**config.mk**
```make
export PLATFORM = sky130hd
export DESIGN_NAME = mem_wb_writeback_flat
export DESIGN_NICKNAME = d
export VERILOG_FILES = /design/src/rtl/mem_wb_writeback_if.sv /design/src/rtl/mem_wb_writeback.sv /design/src/flat_wrapper.sv
export SDC_FILE = /design/constraint.sdc
export NUM_CORES = 1
export LEC_CHECK = 0
export ABC_AREA = 0
export BUFFER_PORTS_ARGS = -buffer_cell sky130_fd_sc_hd__buf_2
export CORE_UTILIZATION = 40
export CTS_CLUSTER_DIAMETER = 40
export DETAILED_ROUTE_END_ITERATION = 8
export PLACE_DENSITY = 0.69
export SYNTH_ARGS = -nofsm -noshare
export SYNTH_HDL_FRONTEND = slang
export SYNTH_SLANG_ARGS = --single-unit
```
**constraint.sdc**
```tcl
create_clock -name clock -period 3.1 [get_ports clock]
set_clock_uncertainty 0.15 [all_clocks]
set_input_delay 0.31 -clock clock [delete_from_list [all_inputs] [get_ports clock]]
set_output_delay 0.31 -clock clock [all_outputs]
set_load 0.01 [all_outputs]
```
**src/rtl/mem_wb_writeback_if.sv**
```systemverilog
// MEM/WB writeback bus: stage controls and MEM-side inputs, register-file and bypass outputs.
// slave is the stage's view; master is the driver/observer (MEM stage plus register file).
interface mem_wb_writeback_if #(
    parameter int DATA_WIDTH     = 32,
    parameter int REG_ADDR_WIDTH = 4,
    parameter int COUNT_WIDTH    = 32
);
    logic                      stall;
    logic                      flush;
    logic                      memValid;
    logic                      memRegWrite;
    logic                      memToReg;
    logic [REG_ADDR_WIDTH-1:0] memRd;
    logic [DATA_WIDTH-1:0]     aluResult;
    logic [DATA_WIDTH-1:0]     memReadData;
    logic [1:0]                loadSize;
    logic                      loadUnsigned;
    logic                      regWrite;
    logic [REG_ADDR_WIDTH-1:0] writeRegister;
    logic [DATA_WIDTH-1:0]     writeData;
    logic                      wbValid;
    logic                      fwdValid;
    logic [COUNT_WIDTH-1:0]    retireCount;

    modport slave (
        input  stall, flush, memValid, memRegWrite, memToReg, memRd,
               aluResult, memReadData, loadSize, loadUnsigned,
        output regWrite, writeRegister, writeData, wbValid, fwdValid, retireCount
    );

    modport master (
        output stall, flush, memValid, memRegWrite, memToReg, memRd,
               aluResult, memReadData, loadSize, loadUnsigned,
        input  regWrite, writeRegister, writeData, wbValid, fwdValid, retireCount
    );
endinterface

```
**src/rtl/mem_wb_writeback.sv**
```systemverilog
// MEM/WB stage register feeding the register file: one write per retired instruction, retire counter.
// Optional feature macro LOAD_EXTEND_EN: byte/half lane select with sign/zero extension of load data.
module mem_wb_writeback #(
    parameter int DATA_WIDTH     = 32,
    parameter int REG_ADDR_WIDTH = 4,
    parameter int COUNT_WIDTH    = 32
) (
    input  logic              clock,
    input  logic              resetN,
    mem_wb_writeback_if.slave wb_if
);

    logic                      valid_q,      valid_d;
    logic                      reg_write_q,  reg_write_d;
    logic                      mem_to_reg_q, mem_to_reg_d;
    logic [REG_ADDR_WIDTH-1:0] rd_q,         rd_d;
    logic [DATA_WIDTH-1:0]     alu_q,        alu_d;
    logic [DATA_WIDTH-1:0]     rdata_q,      rdata_d;
    logic                      consumed_q,   consumed_d;
    logic [COUNT_WIDTH-1:0]    count_q,      count_d;
    logic                      first_cycle_s;
    logic                      reg_write_s;
    logic [DATA_WIDTH-1:0]     load_data_s;

`ifdef LOAD_EXTEND_EN
    logic [1:0] load_size_q,     load_size_d;
    logic       load_unsigned_q, load_unsigned_d;

    // Lane select and extension; half loads use address bit 1 only, bit 0 is ignored.
    function automatic logic [DATA_WIDTH-1:0] load_extend(
        input logic [DATA_WIDTH-1:0] word,
        input logic [1:0]            lane,
        input logic [1:0]            size,
        input logic                  uns
    );
        logic [7:0]            byte_v;
        logic [15:0]           half_v;
        logic [DATA_WIDTH-1:0] res_v;
        case (lane)
            2'd0:    byte_v = word[7:0];
            2'd1:    byte_v = word[15:8];
            2'd2:    byte_v = word[23:16];
            2'd3:    byte_v = word[31:24];
            default: byte_v = word[7:0];
        endcase
        half_v = lane[1] ? word[31:16] : word[15:0];
        case (size)
            2'b00:   res_v = {{(DATA_WIDTH-8){~uns & byte_v[7]}}, byte_v};
            2'b01:   res_v = {{(DATA_WIDTH-16){~uns & half_v[15]}}, half_v};
            default: res_v = word;
        endcase
        return res_v;
    endfunction

    assign load_data_s = load_extend(rdata_q, alu_q[1:0], load_size_q, load_unsigned_q);
`else
    logic unused_load_s;

    assign unused_load_s = ^{wb_if.loadSize, wb_if.loadUnsigned};
    assign load_data_s   = rdata_q;
`endif

    assign first_cycle_s = valid_q & ~consumed_q;
    assign reg_write_s   = first_cycle_s & reg_write_q & (rd_q != {REG_ADDR_WIDTH{1'b0}});

    // Next-state for the stage register, the consumed flag and the retire counter.
    always_comb begin
        valid_d      = valid_q;
        reg_write_d  = reg_write_q;
        mem_to_reg_d = mem_to_reg_q;
        rd_d         = rd_q;
        alu_d        = alu_q;
        rdata_d      = rdata_q;
        consumed_d   = consumed_q;
`ifdef LOAD_EXTEND_EN
        load_size_d     = load_size_q;
        load_unsigned_d = load_unsigned_q;
`endif
        // The entry currently held retires in its first cycle, even if the next one is squashed.
        count_d = count_q + {{(COUNT_WIDTH-1){1'b0}}, first_cycle_s};
        if (wb_if.flush) begin
            valid_d    = 1'b0;
            consumed_d = 1'b0;
        end else if (wb_if.stall) begin
            consumed_d = consumed_q | valid_q;
        end else begin
            valid_d      = wb_if.memValid;
            reg_write_d  = wb_if.memRegWrite;
            mem_to_reg_d = wb_if.memToReg;
            rd_d         = wb_if.memRd;
            alu_d        = wb_if.aluResult;
            rdata_d      = wb_if.memReadData;
            consumed_d   = 1'b0;
`ifdef LOAD_EXTEND_EN
            load_size_d     = wb_if.loadSize;
            load_unsigned_d = wb_if.loadUnsigned;
`endif
        end
    end

    // Stage register with asynchronous clear.
    always_ff @(posedge clock or negedge resetN) begin
        if (!resetN) begin
            valid_q      <= 1'b0;
            reg_write_q  <= 1'b0;
            mem_to_reg_q <= 1'b0;
            rd_q         <= {REG_ADDR_WIDTH{1'b0}};
            alu_q        <= {DATA_WIDTH{1'b0}};
            rdata_q      <= {DATA_WIDTH{1'b0}};
            consumed_q   <= 1'b0;
            count_q      <= {COUNT_WIDTH{1'b0}};
`ifdef LOAD_EXTEND_EN
            load_size_q     <= 2'b00;
            load_unsigned_q <= 1'b0;
`endif
        end else begin
            valid_q      <= valid_d;
            reg_write_q  <= reg_write_d;
            mem_to_reg_q <= mem_to_reg_d;
            rd_q         <= rd_d;
            alu_q        <= alu_d;
            rdata_q      <= rdata_d;
            consumed_q   <= consumed_d;
            count_q      <= count_d;
`ifdef LOAD_EXTEND_EN
            load_size_q     <= load_size_d;
            load_unsigned_q <= load_unsigned_d;
`endif
        end
    end

    assign wb_if.regWrite      = reg_write_s;
    assign wb_if.fwdValid      = reg_write_s;
    assign wb_if.wbValid       = valid_q;
    assign wb_if.writeRegister = rd_q;
    assign wb_if.writeData     = mem_to_reg_q ? load_data_s : alu_q;
    assign wb_if.retireCount   = count_q;

endmodule
```
**src/flat_wrapper.sv**
```systemverilog
// flat-port wrapper written by rule: the top's interface ports become plain ports
module mem_wb_writeback_flat 
#(
    parameter int DATA_WIDTH     = 32,
    parameter int REG_ADDR_WIDTH = 4,
    parameter int COUNT_WIDTH    = 32
)
  (clock, resetN, wb_if_stall, wb_if_flush, wb_if_memValid, wb_if_memRegWrite, wb_if_memToReg, wb_if_memRd, wb_if_aluResult, wb_if_memReadData, wb_if_loadSize, wb_if_loadUnsigned, wb_if_regWrite, wb_if_writeRegister, wb_if_writeData, wb_if_wbValid, wb_if_fwdValid, wb_if_retireCount);
  mem_wb_writeback_if #(.DATA_WIDTH(DATA_WIDTH), .REG_ADDR_WIDTH(REG_ADDR_WIDTH), .COUNT_WIDTH(COUNT_WIDTH)) wb_if_i ();
  input  logic clock;
  input  logic resetN;
  input wire logic [$bits(wb_if_i.stall)-1:0] wb_if_stall;
  input wire logic [$bits(wb_if_i.flush)-1:0] wb_if_flush;
  input wire logic [$bits(wb_if_i.memValid)-1:0] wb_if_memValid;
  input wire logic [$bits(wb_if_i.memRegWrite)-1:0] wb_if_memRegWrite;
  input wire logic [$bits(wb_if_i.memToReg)-1:0] wb_if_memToReg;
  input wire logic [$bits(wb_if_i.memRd)-1:0] wb_if_memRd;
  input wire logic [$bits(wb_if_i.aluResult)-1:0] wb_if_aluResult;
  input wire logic [$bits(wb_if_i.memReadData)-1:0] wb_if_memReadData;
  input wire logic [$bits(wb_if_i.loadSize)-1:0] wb_if_loadSize;
  input wire logic [$bits(wb_if_i.loadUnsigned)-1:0] wb_if_loadUnsigned;
  output wire logic [$bits(wb_if_i.regWrite)-1:0] wb_if_regWrite;
  output wire logic [$bits(wb_if_i.writeRegister)-1:0] wb_if_writeRegister;
  output wire logic [$bits(wb_if_i.writeData)-1:0] wb_if_writeData;
  output wire logic [$bits(wb_if_i.wbValid)-1:0] wb_if_wbValid;
  output wire logic [$bits(wb_if_i.fwdValid)-1:0] wb_if_fwdValid;
  output wire logic [$bits(wb_if_i.retireCount)-1:0] wb_if_retireCount;
  assign wb_if_i.stall = wb_if_stall;
  assign wb_if_i.flush = wb_if_flush;
  assign wb_if_i.memValid = wb_if_memValid;
  assign wb_if_i.memRegWrite = wb_if_memRegWrite;
  assign wb_if_i.memToReg = wb_if_memToReg;
  assign wb_if_i.memRd = wb_if_memRd;
  assign wb_if_i.aluResult = wb_if_aluResult;
  assign wb_if_i.memReadData = wb_if_memReadData;
  assign wb_if_i.loadSize = wb_if_loadSize;
  assign wb_if_i.loadUnsigned = wb_if_loadUnsigned;
  assign wb_if_regWrite = wb_if_i.regWrite;
  assign wb_if_writeRegister = wb_if_i.writeRegister;
  assign wb_if_writeData = wb_if_i.writeData;
  assign wb_if_wbValid = wb_if_i.wbValid;
  assign wb_if_fwdValid = wb_if_i.fwdValid;
  assign wb_if_retireCount = wb_if_i.retireCount;
  mem_wb_writeback #(.DATA_WIDTH(DATA_WIDTH), .REG_ADDR_WIDTH(REG_ADDR_WIDTH), .COUNT_WIDTH(COUNT_WIDTH)) u_core (.clock(clock), .resetN(resetN), .wb_if(wb_if_i));
endmodule
```
==> flow_summary.toml, run 1 <==
[run_status]
run_status = "completed"

[yosys]
mux_contribution_to_synthesized_area = 0.253
synth.avg_cell_area_um2 = 14.3
synth_top_flop_cell = "sky130_fd_sc_hd__dfrtp_1"
postSynthCellCount = 319
synth_sequential_area_ratio = 0.569
synth_largest_area_cell = "sky130_fd_sc_hd__dfrtp_1"
synth_fa_ha_area_frac = 0.00820
netlist.area_leader.share = 0.569
synth_top_family_by_area = "multiplexers"
synthTopCellsByArea = "sky130_fd_sc_hd__dfrtp_1 (57%), sky130_fd_sc_hd__mux2_2 (25%), sky130_fd_sc_hd__xnor2_1 (3.6%)"
synthXorXnorAreaFrac = 0.0574
synth_edf_count = 0
syn_nets = 400
syn-cell-area_um2 = 4580
synth-seq-cells = 104
postSynth.asyncResetShare = 1.00
synthSimpleGateAreaFrac = 0.0990
synth_compound_gate_area_share = 0
ys_warn_count = 0
synth.lib_cells_used.distinct = 27

[route]
route.detailed.wl_per_inst_um = 15.0
drt-vias-per-instance = 4.96
top_layer = "met4"
routed-wl-met3_um = 751
route.antenna.remaining_nets = 0
first_iter_violations = 97
wl_met1_um = 3880
detail_route.wirelength_um = 9210
wire_length_on_met2_um = 4400
dr_total_vias = 3040
drt_pass1_iterations = 5
drc_errors = 0

[floorplanning]
dieWidth_um = 109
core_area_um2 = 11000
floorplan.initialDensity = 0.417
design.die.area_um2 = 11900
die_h_um = 109
io_pins = 149
row_count = 38

[sta]
final-hold-violation-count = 0
setup_ws_ns = 0.866
slew_headroom = 0.541
fin_max_slew_vios = 0
finalSetupViolations = 0
timing.final.crit_share = 0.721
worst_hold_slack_ns = 0.0265
final.min_clock_period_ns = 2.23
unrepaired_setup_endpoints_after_global_routing = "no"
setup_total_negative_slack_ns = 0
max_freq_ghz = 0.448
worst-slew-pin-transition_ns = 0.683

[power_and_ir_drop]
fin_total_pwr_mw = 3.47
p_per_area_nw_per_um2 = 596
total_leakage_power_nw = 2.82
max-vdd-ir-drop_v = 0.000299

[grt]
grt_total_usage = 0.165
pin_count_of_the_biggest_net_entering_global_routing = 59
grt_pass1_vias = 3225
gr-total-overflow = 0
grt_antenna_before_repair = 0
grt_first_pass_wirelength_um = 15000

[placed_design]
placedInstanceArea_um2 = 5480
gp_congestion = 0.827
numPortBuffers = 145
dp.final_hpwl_um = 6580
placement.setup.worst_slack_ns = 0.803

[setup_path]
timing.critical_path.required_ns = 3.21
critical_path_fanout_max = 5
cp-end-kind = "flop"
critPathKind = "flop to flop"
arrival_ns = 2.35
worst_setup_path_start_kind = "flop"

[clock_network]
numCtsBuffers = 9
tritoncts = "built"
post_cts_resize_count = 0
cts_num_sinks = 104
postCtsSetupRepairBufs = 0
worst_path_clk_slew_ns = 0.07
cts_max_level = 3
maximum_count_of_clock_buffers_along_a_single_path = 2
clock_insertion_delay_worst_skew_ns = 0.34
clock_root_cell = "sky130_fd_sc_hd__clkbuf_16"

[cells_and_area]
layout.area.seq_um2 = 2600
layout.nets = 549
fill_cells = 980
final_cell_area_um2 = 5820
area.growth.synth_to_final_pct = 27.1
multi_input_area_um2 = 1920
n_antenna_cell = 0
post_route_cells_drive_above_1_share = 0.586

[flow_run]
max_cap_check_violation_count = 0

[min_path]
hold_path.class = "primary input to flop"
## flip-flops by register name (all words and copies together), names as in the netlist
signal	count
u_core.reg_write_q	1
u_core.wb_if.wbValid	1
u_core.wb_if.writeRegister	4
u_core.alu_q	32
u_core.consumed_q	1
u_core.wb_if.retireCount	32
u_core.load_data_s	32
u_core.mem_to_reg_q	1
## through the flow
step | utilization | cells
after global placement | 0.499 | 596
after detailed placement | 0.499 | 596
final | 0.530 | 613
after CTS | 0.530 | 613
after floorplan | - | 319
after global routing | 0.530 | 613
## area by class of cell
type / count / area share
Clock buffer: 10 / 0.0411
Clock inverter: 6 / 0.0142
Inverter: 1 / 0.000645
Multi-Input combinational cell: 202 / 0.330
Sequential cell: 104 / 0.448
Tap cell: 140 / 0.0301
Timing Repair Buffer: 150 / 0.136
## final timing paths
path / start / end / slack [ns] / depth (start not counted)
worst max-delay path: u_core.wb_if.wbValid / u_core.wb_if.retireCount[22] / 0.87 / 7
worst min-delay path: wb_if_flush / u_core.wb_if.wbValid / 0.03 / 2
worst max register to register: u_core.wb_if.wbValid / u_core.wb_if.retireCount[22] / 0.87 / 7
worst min register to register: u_core.wb_if.retireCount[31] / u_core.wb_if.retireCount[31] / 0.33 / 1
max in group asynchronous: resetN / u_core.alu_q[3] / 1.68 / 3
min in group asynchronous: resetN / u_core.alu_q[5] / 0.36 / 2
## synthesized netlist by cell type (3+ instances only)
| library cell | instances |
|---|---|
| sky130_fd_sc_hd__nand4_1 | 12 |
| sky130_fd_sc_hd__nand2_1 | 13 |
| sky130_fd_sc_hd__mux2_2 | 102 |
| sky130_fd_sc_hd__xor2_1 | 11 |
| sky130_fd_sc_hd__and4_1 | 3 |
| sky130_fd_sc_hd__buf_2 | 8 |
| sky130_fd_sc_hd__dfrtp_1 | 104 |
| sky130_fd_sc_hd__clkbuf_1 | 3 |
| sky130_fd_sc_hd__and3_1 | 4 |
| sky130_fd_sc_hd__xnor2_1 | 19 |
| sky130_fd_sc_hd__ha_1 | 3 |
| sky130_fd_sc_hd__nand3_1 | 8 |
| sky130_fd_sc_hd__nor4_4 | 4 |
| sky130_fd_sc_hd__nor2_1 | 7 |
| sky130_fd_sc_hd__nor3_1 | 6 |
## report_power, final
| part | internal, mW | leakage [nW] | switching (mW) |
|---|---|---|---|
| sequential | 1.53 | 1.29 | 0.108 |
| combinational | 0.346 | 1.37 | 0.280 |
| clock | 0.725 | 0.158 | 0.483 |
| total | 2.60 | 2.82 | 0.870 |
## routing by layer
metal  up-vias  global-route usage
met5         -                   0
met4         0              0.0734
met3        14              0.0574
met2       115               0.274
met1      1474               0.193
li1       1437                   -
## cells in the final DEF (no fill, tap or decap), drive strengths merged
cell,n
buf,149
dfrtp,104
mux2,102
xnor2,19
nand2,13
nand4,13
xor2,11
clkbuf,10
nand3,9
nor2,7
nor3,6
nor4,5
and3,5
and4,4
ha,3
clkinv,3
bufinv,2
inv,1
nor2b,1
or3,1
or4,1
nor3b,1
mux2i,1
clkinvlp,1
dlygate4sd3,1
## critical path, stage by stage, from the launching register on
cell                      delay, ns
sky130_fd_sc_hd__dfrtp_1       0.39
sky130_fd_sc_hd__nor2b_1       0.29
sky130_fd_sc_hd__ha_1          0.23
sky130_fd_sc_hd__ha_1          0.20
sky130_fd_sc_hd__nand2_1       0.10
sky130_fd_sc_hd__or3_4         0.39
sky130_fd_sc_hd__nor3_1        0.23
sky130_fd_sc_hd__xor2_1        0.18
## timing repair
item / CTS / global route
setup endpoints to repair: 0 / 0
hold endpoints to repair: 46 / 0
hold buffers: 1 / 0
## cell families after synthesis
| logic type | after synthesis |
|---|---|
| xor gates and xnor gates | 30 |
| adders and majority gates | 3 |
| buffers and inverters | 13 |
| DFF | 104 |
| muxes | 103 |
| and+or+nand+nor | 66 |
Power figures use the tool's default switching activity.
==> inputs of run 2 (changes only) <==
==> constraint.sdc (replaced) <==
create_clock -name clock -period 2.35 [get_ports clock]
set_clock_uncertainty 0.15 [all_clocks]
set_input_delay 0.235 -clock clock [delete_from_list [all_inputs] [get_ports clock]]
set_output_delay 0.235 -clock clock [all_outputs]
set_load 0.01 [all_outputs]
==> run 2 against run 1 <==
  * Final area up 12%
  * Non-clock buffer count up 75
  * Largest cell class unchanged
  * Sequential cell count unchanged
  * Maximum frequency up 6.2%
  * Register-to-register slack worse by 0.62 ns
  * Combinational power up 49%
  * Via count up 10%
==> flow_summary.toml, run 2 (same netlist as run 1, synthesis figures left out) <==
[cells_and_area]
multi_input_area_um2 = 1920
layout.cells.most_common_list = "sky130_fd_sc_hd__buf_2 (144), sky130_fd_sc_hd__dfrtp_1 (104), sky130_fd_sc_hd__mux2_2 (102)"
layout.area.seq_um2 = 2600
final_cell_area_um2 = 6510
area.growth.synth_to_final_pct = 42.3
layoutNonFillerInstCount = 688
layout.core_utilization = 0.593
n_antenna_cell = 0
fill_cells = 862
post_route_cells_drive_above_1_share = 0.507
layout.nets = 624
most_frequent_standard_cell_in_the_layout_excluding_fill_and_tap_cells = "sky130_fd_sc_hd__buf_2"

[sta]
setup_ws_ns = 0.245
max_freq_ghz = 0.475
final-hold-violation-count = 0
setup_total_negative_slack_ns = 0
finalSetupViolations = 0
final.min_clock_period_ns = 2.10
timing.final.crit_share = 0.896
unrepaired_setup_endpoints_after_global_routing = "no"
slew_headroom = 0.552
fin_max_slew_vios = 0
worst-slew-pin-transition_ns = 0.666

[clock_network]
cts_num_sinks = 104
post_cts_resize_count = 0
postCtsSetupRepairBufs = 0
clock_root_cell = "sky130_fd_sc_hd__clkbuf_16"
tritoncts = "built"
worst_path_clk_slew_ns = 0.07
ctsHoldBuffers = 73
numCtsBuffers = 9
clock_insertion_delay_worst_skew_ns = 0.34
maximum_count_of_clock_buffers_along_a_single_path = 2
cts_max_level = 3

[route]
wire_length_on_met2_um = 5330
wl_met1_um = 4050
first_iter_violations = 122
routed-wl-met3_um = 775
drt-vias-per-instance = 4.88
route.detailed.wl_per_inst_um = 15.0
drt_pass1_iterations = 4
route.antenna.remaining_nets = 0
drc_errors = 0
detail_route.wirelength_um = 10300
top_layer = "met4"
dr_total_vias = 3354

[floorplanning]
design.die.area_um2 = 11900
io_pins = 149
floorplan.initialDensity = 0.417
core_area_um2 = 11000
row_count = 38
dieWidth_um = 109
die_h_um = 109

[min_path]
hold_path.class = "primary input to flop"

[setup_path]
timing.critical_path.required_ns = 2.47
critical_path_fanout_max = 5
worst_setup_path_start_kind = "flop"
cp-end-kind = "flop"
reg2reg_slack_ns = 0.25
critPathKind = "flop to flop"
arrival_ns = 2.22

[placed_design]
numPortBuffers = 145
placement.setup.worst_slack_ns = 0.227
place.detailed.instances = 599
dp.final_hpwl_um = 6590
placedInstanceArea_um2 = 5490
gp_congestion = 0.855

[power_and_ir_drop]
power.share.clock = 0.316
max-vdd-ir-drop_v = 0.000688
net_switching_power_figure_mw = 1.17
p_comb_frac = 0.207
seq_power_share = 0.478
internal_power_mw = 3.35
total_leakage_power_nw = 3.11
p_sw_frac = 0.259
p_per_area_nw_per_um2 = 695

[run_status]
run_status = "completed"

[grt]
pin_count_of_the_biggest_net_entering_global_routing = 59
grt_antenna_before_repair = 0
grt_first_pass_wirelength_um = 16600
grt_total_usage = 0.185
grt_pass1_vias = 3545
gr-total-overflow = 0

[flow_run]
max_cap_check_violation_count = 0
[run 2: stage by stage]
step / power, mW / hold slack (ns)
after floorplan: 2.66 / -0.211
after global placement: 2.99 / 0.00191
after detailed placement: 3.03 / 0.00709
after CTS: 4.58 / 0.0314
after global routing: 4.76 / 0.0501
final: 4.52 / 0.0500
[run 2: layer usage]
| layer | global-route usage | vias up |
|---|---|---|
| met4 | 0.0734 | 0 |
| met3 | 0.0693 | 16 |
| li1 | - | 1588 |
| met2 | 0.329 | 115 |
| met5 | 0 | - |
| met1 | 0.195 | 1635 |
[run 2: final timing paths]
path | start | end | depth (start not counted)
worst min-delay path | wb_if_stall | u_core.consumed_q | 2
worst min register to register | u_core.wb_if.retireCount[31] | u_core.wb_if.retireCount[31] | 1
worst max-delay path | u_core.wb_if.wbValid | u_core.wb_if.retireCount[22] | 7
min in group asynchronous | resetN | u_core.load_data_s[5] | 2
worst max register to register | u_core.wb_if.wbValid | u_core.wb_if.retireCount[22] | 7
max in group asynchronous | resetN | u_core.wb_if.retireCount[9] | 3
[run 2: critical path, cell delays in order, from the launching register on]
cell	delay [ns]
sky130_fd_sc_hd__dfrtp_1	0.37
sky130_fd_sc_hd__nor2b_1	0.21
sky130_fd_sc_hd__ha_1	0.20
sky130_fd_sc_hd__ha_1	0.20
sky130_fd_sc_hd__nand2_1	0.10
sky130_fd_sc_hd__or3_4	0.39
sky130_fd_sc_hd__nor3_1	0.24
sky130_fd_sc_hd__xor2_1	0.17
[run 2: final cells by class]
cell class | instances | area share
clock buffer | 14 | 0.0421
clock inverter | 2 | 0.00192
inverter | 1 | 0.000576
multi-input combinational | 202 | 0.295
sequential | 104 | 0.400
tap | 140 | 0.0269
timing repair buffer | 225 | 0.234
[run 2: power by group through the flow]
stage / registers (mW) / logic [mW] / clock network, mW
finish: 2.16 / 0.935 / 1.43
global route: 2.19 / 1.02 / 1.55
CTS: 2.15 / 0.941 / 1.49
detailed placement: 2.19 / 0.844 / 0
global placement: 2.17 / 0.827 / 0
floorplan: 2.18 / 0.478 / 0
==> inputs of run 3 (changes only) <==
--- a/config.mk
+++ b/config.mk
@@ -10,6 +10,7 @@
 export CORE_UTILIZATION = 40
 export CTS_CLUSTER_DIAMETER = 40
 export DETAILED_ROUTE_END_ITERATION = 8
+export MAX_ROUTING_LAYER = met4
 export PLACE_DENSITY = 0.69
 export SYNTH_ARGS = -nofsm -noshare
 export SYNTH_HDL_FRONTEND = slang
==> run 3 against run 2 <==
  * Via count is 0.27% higher
  * Clock power hardly changed
  * First-iteration DRC count is 0.82% lower
  * Setup slack better by 0.0043 ns
  * Final area stayed put
  * Sequential cell count stayed put
  * Global-route usage is 0.55 points higher
==> flow_summary.toml, run 3 (same netlist as run 1, synthesis figures left out) <==
[sta]
setup_total_negative_slack_ns = 0
unrepaired_setup_endpoints_after_global_routing = "no"
final.min_clock_period_ns = 2.10
worst-slew-pin-transition_ns = 0.665
worst_hold_slack_ns = 0.0520
fin_max_slew_vios = 0
max_freq_ghz = 0.476
timing.final.crit_share = 0.894
slew_headroom = 0.553
finalSetupViolations = 0
final-hold-violation-count = 0

[clock_network]
numCtsBuffers = 9
cts_num_sinks = 104
worst_path_clk_slew_ns = 0.07
postCtsSetupRepairBufs = 0
tritoncts = "built"
clock_root_cell = "sky130_fd_sc_hd__clkbuf_16"
maximum_count_of_clock_buffers_along_a_single_path = 2
cts_max_level = 3
clock_insertion_delay_worst_skew_ns = 0.34

[setup_path]
arrival_ns = 2.22
timing.critical_path.required_ns = 2.47
worst_setup_path_start_kind = "flop"
critPathKind = "flop to flop"
cp-end-kind = "flop"
critical_path_fanout_max = 5

[grt]
pin_count_of_the_biggest_net_entering_global_routing = 59
grt_total_usage = 0.190
grt_antenna_before_repair = 0
grt_first_pass_wirelength_um = 16600
gr-total-overflow = 0
grt_pass1_vias = 3541

[cells_and_area]
post_route_cells_drive_above_1_share = 0.507
layout.cells.most_common_list = "sky130_fd_sc_hd__buf_2 (144), sky130_fd_sc_hd__dfrtp_1 (104), sky130_fd_sc_hd__mux2_2 (102)"
layout.core_utilization = 0.593
layoutNonFillerInstCount = 688
area.growth.synth_to_final_pct = 42.3
n_antenna_cell = 0
most_frequent_standard_cell_in_the_layout_excluding_fill_and_tap_cells = "sky130_fd_sc_hd__buf_2"
layout.nets = 624

[route]
dr_total_vias = 3363
drc_errors = 0
route.antenna.remaining_nets = 0
first_iter_violations = 121
drt_pass1_iterations = 4
drt-vias-per-instance = 4.89
detail_route.wirelength_um = 10300
route.detailed.wl_per_inst_um = 15.0

[power_and_ir_drop]
total_leakage_power_nw = 3.11
max-vdd-ir-drop_v = 0.000688
p_per_area_nw_per_um2 = 695
seq_power_share = 0.478
internal_power_mw = 3.35
p_sw_frac = 0.258
power.share.clock = 0.315
p_comb_frac = 0.207
net_switching_power_figure_mw = 1.17

[run_status]
run_status = "completed"

[placed_design]
dp.final_hpwl_um = 6590
place.detailed.instances = 599
gp_congestion = 0.869
numPortBuffers = 145

[min_path]
hold_path.class = "primary input to flop"

[floorplanning]
core_area_um2 = 11000
floorplan.initialDensity = 0.417
dieWidth_um = 109
row_count = 38
design.die.area_um2 = 11900
io_pins = 149
die_h_um = 109

[flow_run]
max_cap_check_violation_count = 0
==> run 3: cell counts in the layout (fill, tap and decap cells not counted) <==
Identical to the previous run, type by type.
==> run 3: per-stage QoR <==
stage / area [um^2] / power (mW) / worst slack, ns
after floorplan: 4580 / 2.66 / 0.290
after global placement: 5490 / 2.99 / 0.256
after detailed placement: 5490 / 3.03 / 0.227
after CTS: 6510 / 4.58 / 0.211
after global routing: 6510 / 4.77 / 0.0433
final: 6510 / 4.52 / 0.250
==> run 3: what timing repair did <==
action / 4_1_cts / 5_1_grt
hold buffers: 73 / 0
setup endpoints to repair: 0 / 0
resized for setup: 0 / 0
endpoints found under the hold margin: 94 / 0
==> run 3: area by class of cell <==
class	count	area, um^2
sequential	104	2600
tap	140	175
timing repair buffer	225	1520
multi-input combinational	202	1920
inverter	1	3.75
clock inverter	2	12.5
clock buffer	14	274
fill	862	4470
==> run 3: final timing paths <==
kind	startpoint	end	slack, ns	cells after the start
worst max-delay path	u_core.wb_if.wbValid	u_core.wb_if.retireCount[22]	0.25	7
worst min-delay path	wb_if_stall	u_core.consumed_q	0.05	2
worst max register to register	u_core.wb_if.wbValid	u_core.wb_if.retireCount[22]	0.25	7
worst min register to register	u_core.wb_if.retireCount[31]	u_core.wb_if.retireCount[31]	0.32	1
max in group asynchronous	resetN	u_core.wb_if.retireCount[9]	1.24	3
min in group asynchronous	resetN	u_core.load_data_s[5]	0.19	2
==> run 3: worst max-delay path: stages (launching register included) <==
cell and delay (ns):
sky130_fd_sc_hd__dfrtp_1 0.37, sky130_fd_sc_hd__nor2b_1 0.21, sky130_fd_sc_hd__ha_1 0.20, sky130_fd_sc_hd__ha_1 0.20, sky130_fd_sc_hd__nand2_1 0.10, sky130_fd_sc_hd__or3_4 0.39, sky130_fd_sc_hd__nor3_1 0.24, sky130_fd_sc_hd__xor2_1 0.17
==> run 3: power by group through the flow <==
stage | logic, mW | clock network [mW] | registers (mW)
floorplan | 0.478 | 0 | 2.18
global placement | 0.827 | 0 | 2.17
detailed placement | 0.844 | 0 | 2.19
CTS | 0.941 | 1.49 | 2.15
global route | 1.02 | 1.56 | 2.19
finish | 0.935 | 1.43 | 2.16
==> run 3: routing by layer <==
layer  global-route usage  share of wire
met5                    -              0
met2                0.329           0.52
met1                0.199           0.39
met4               0.0560          0.015
met3               0.0753          0.076
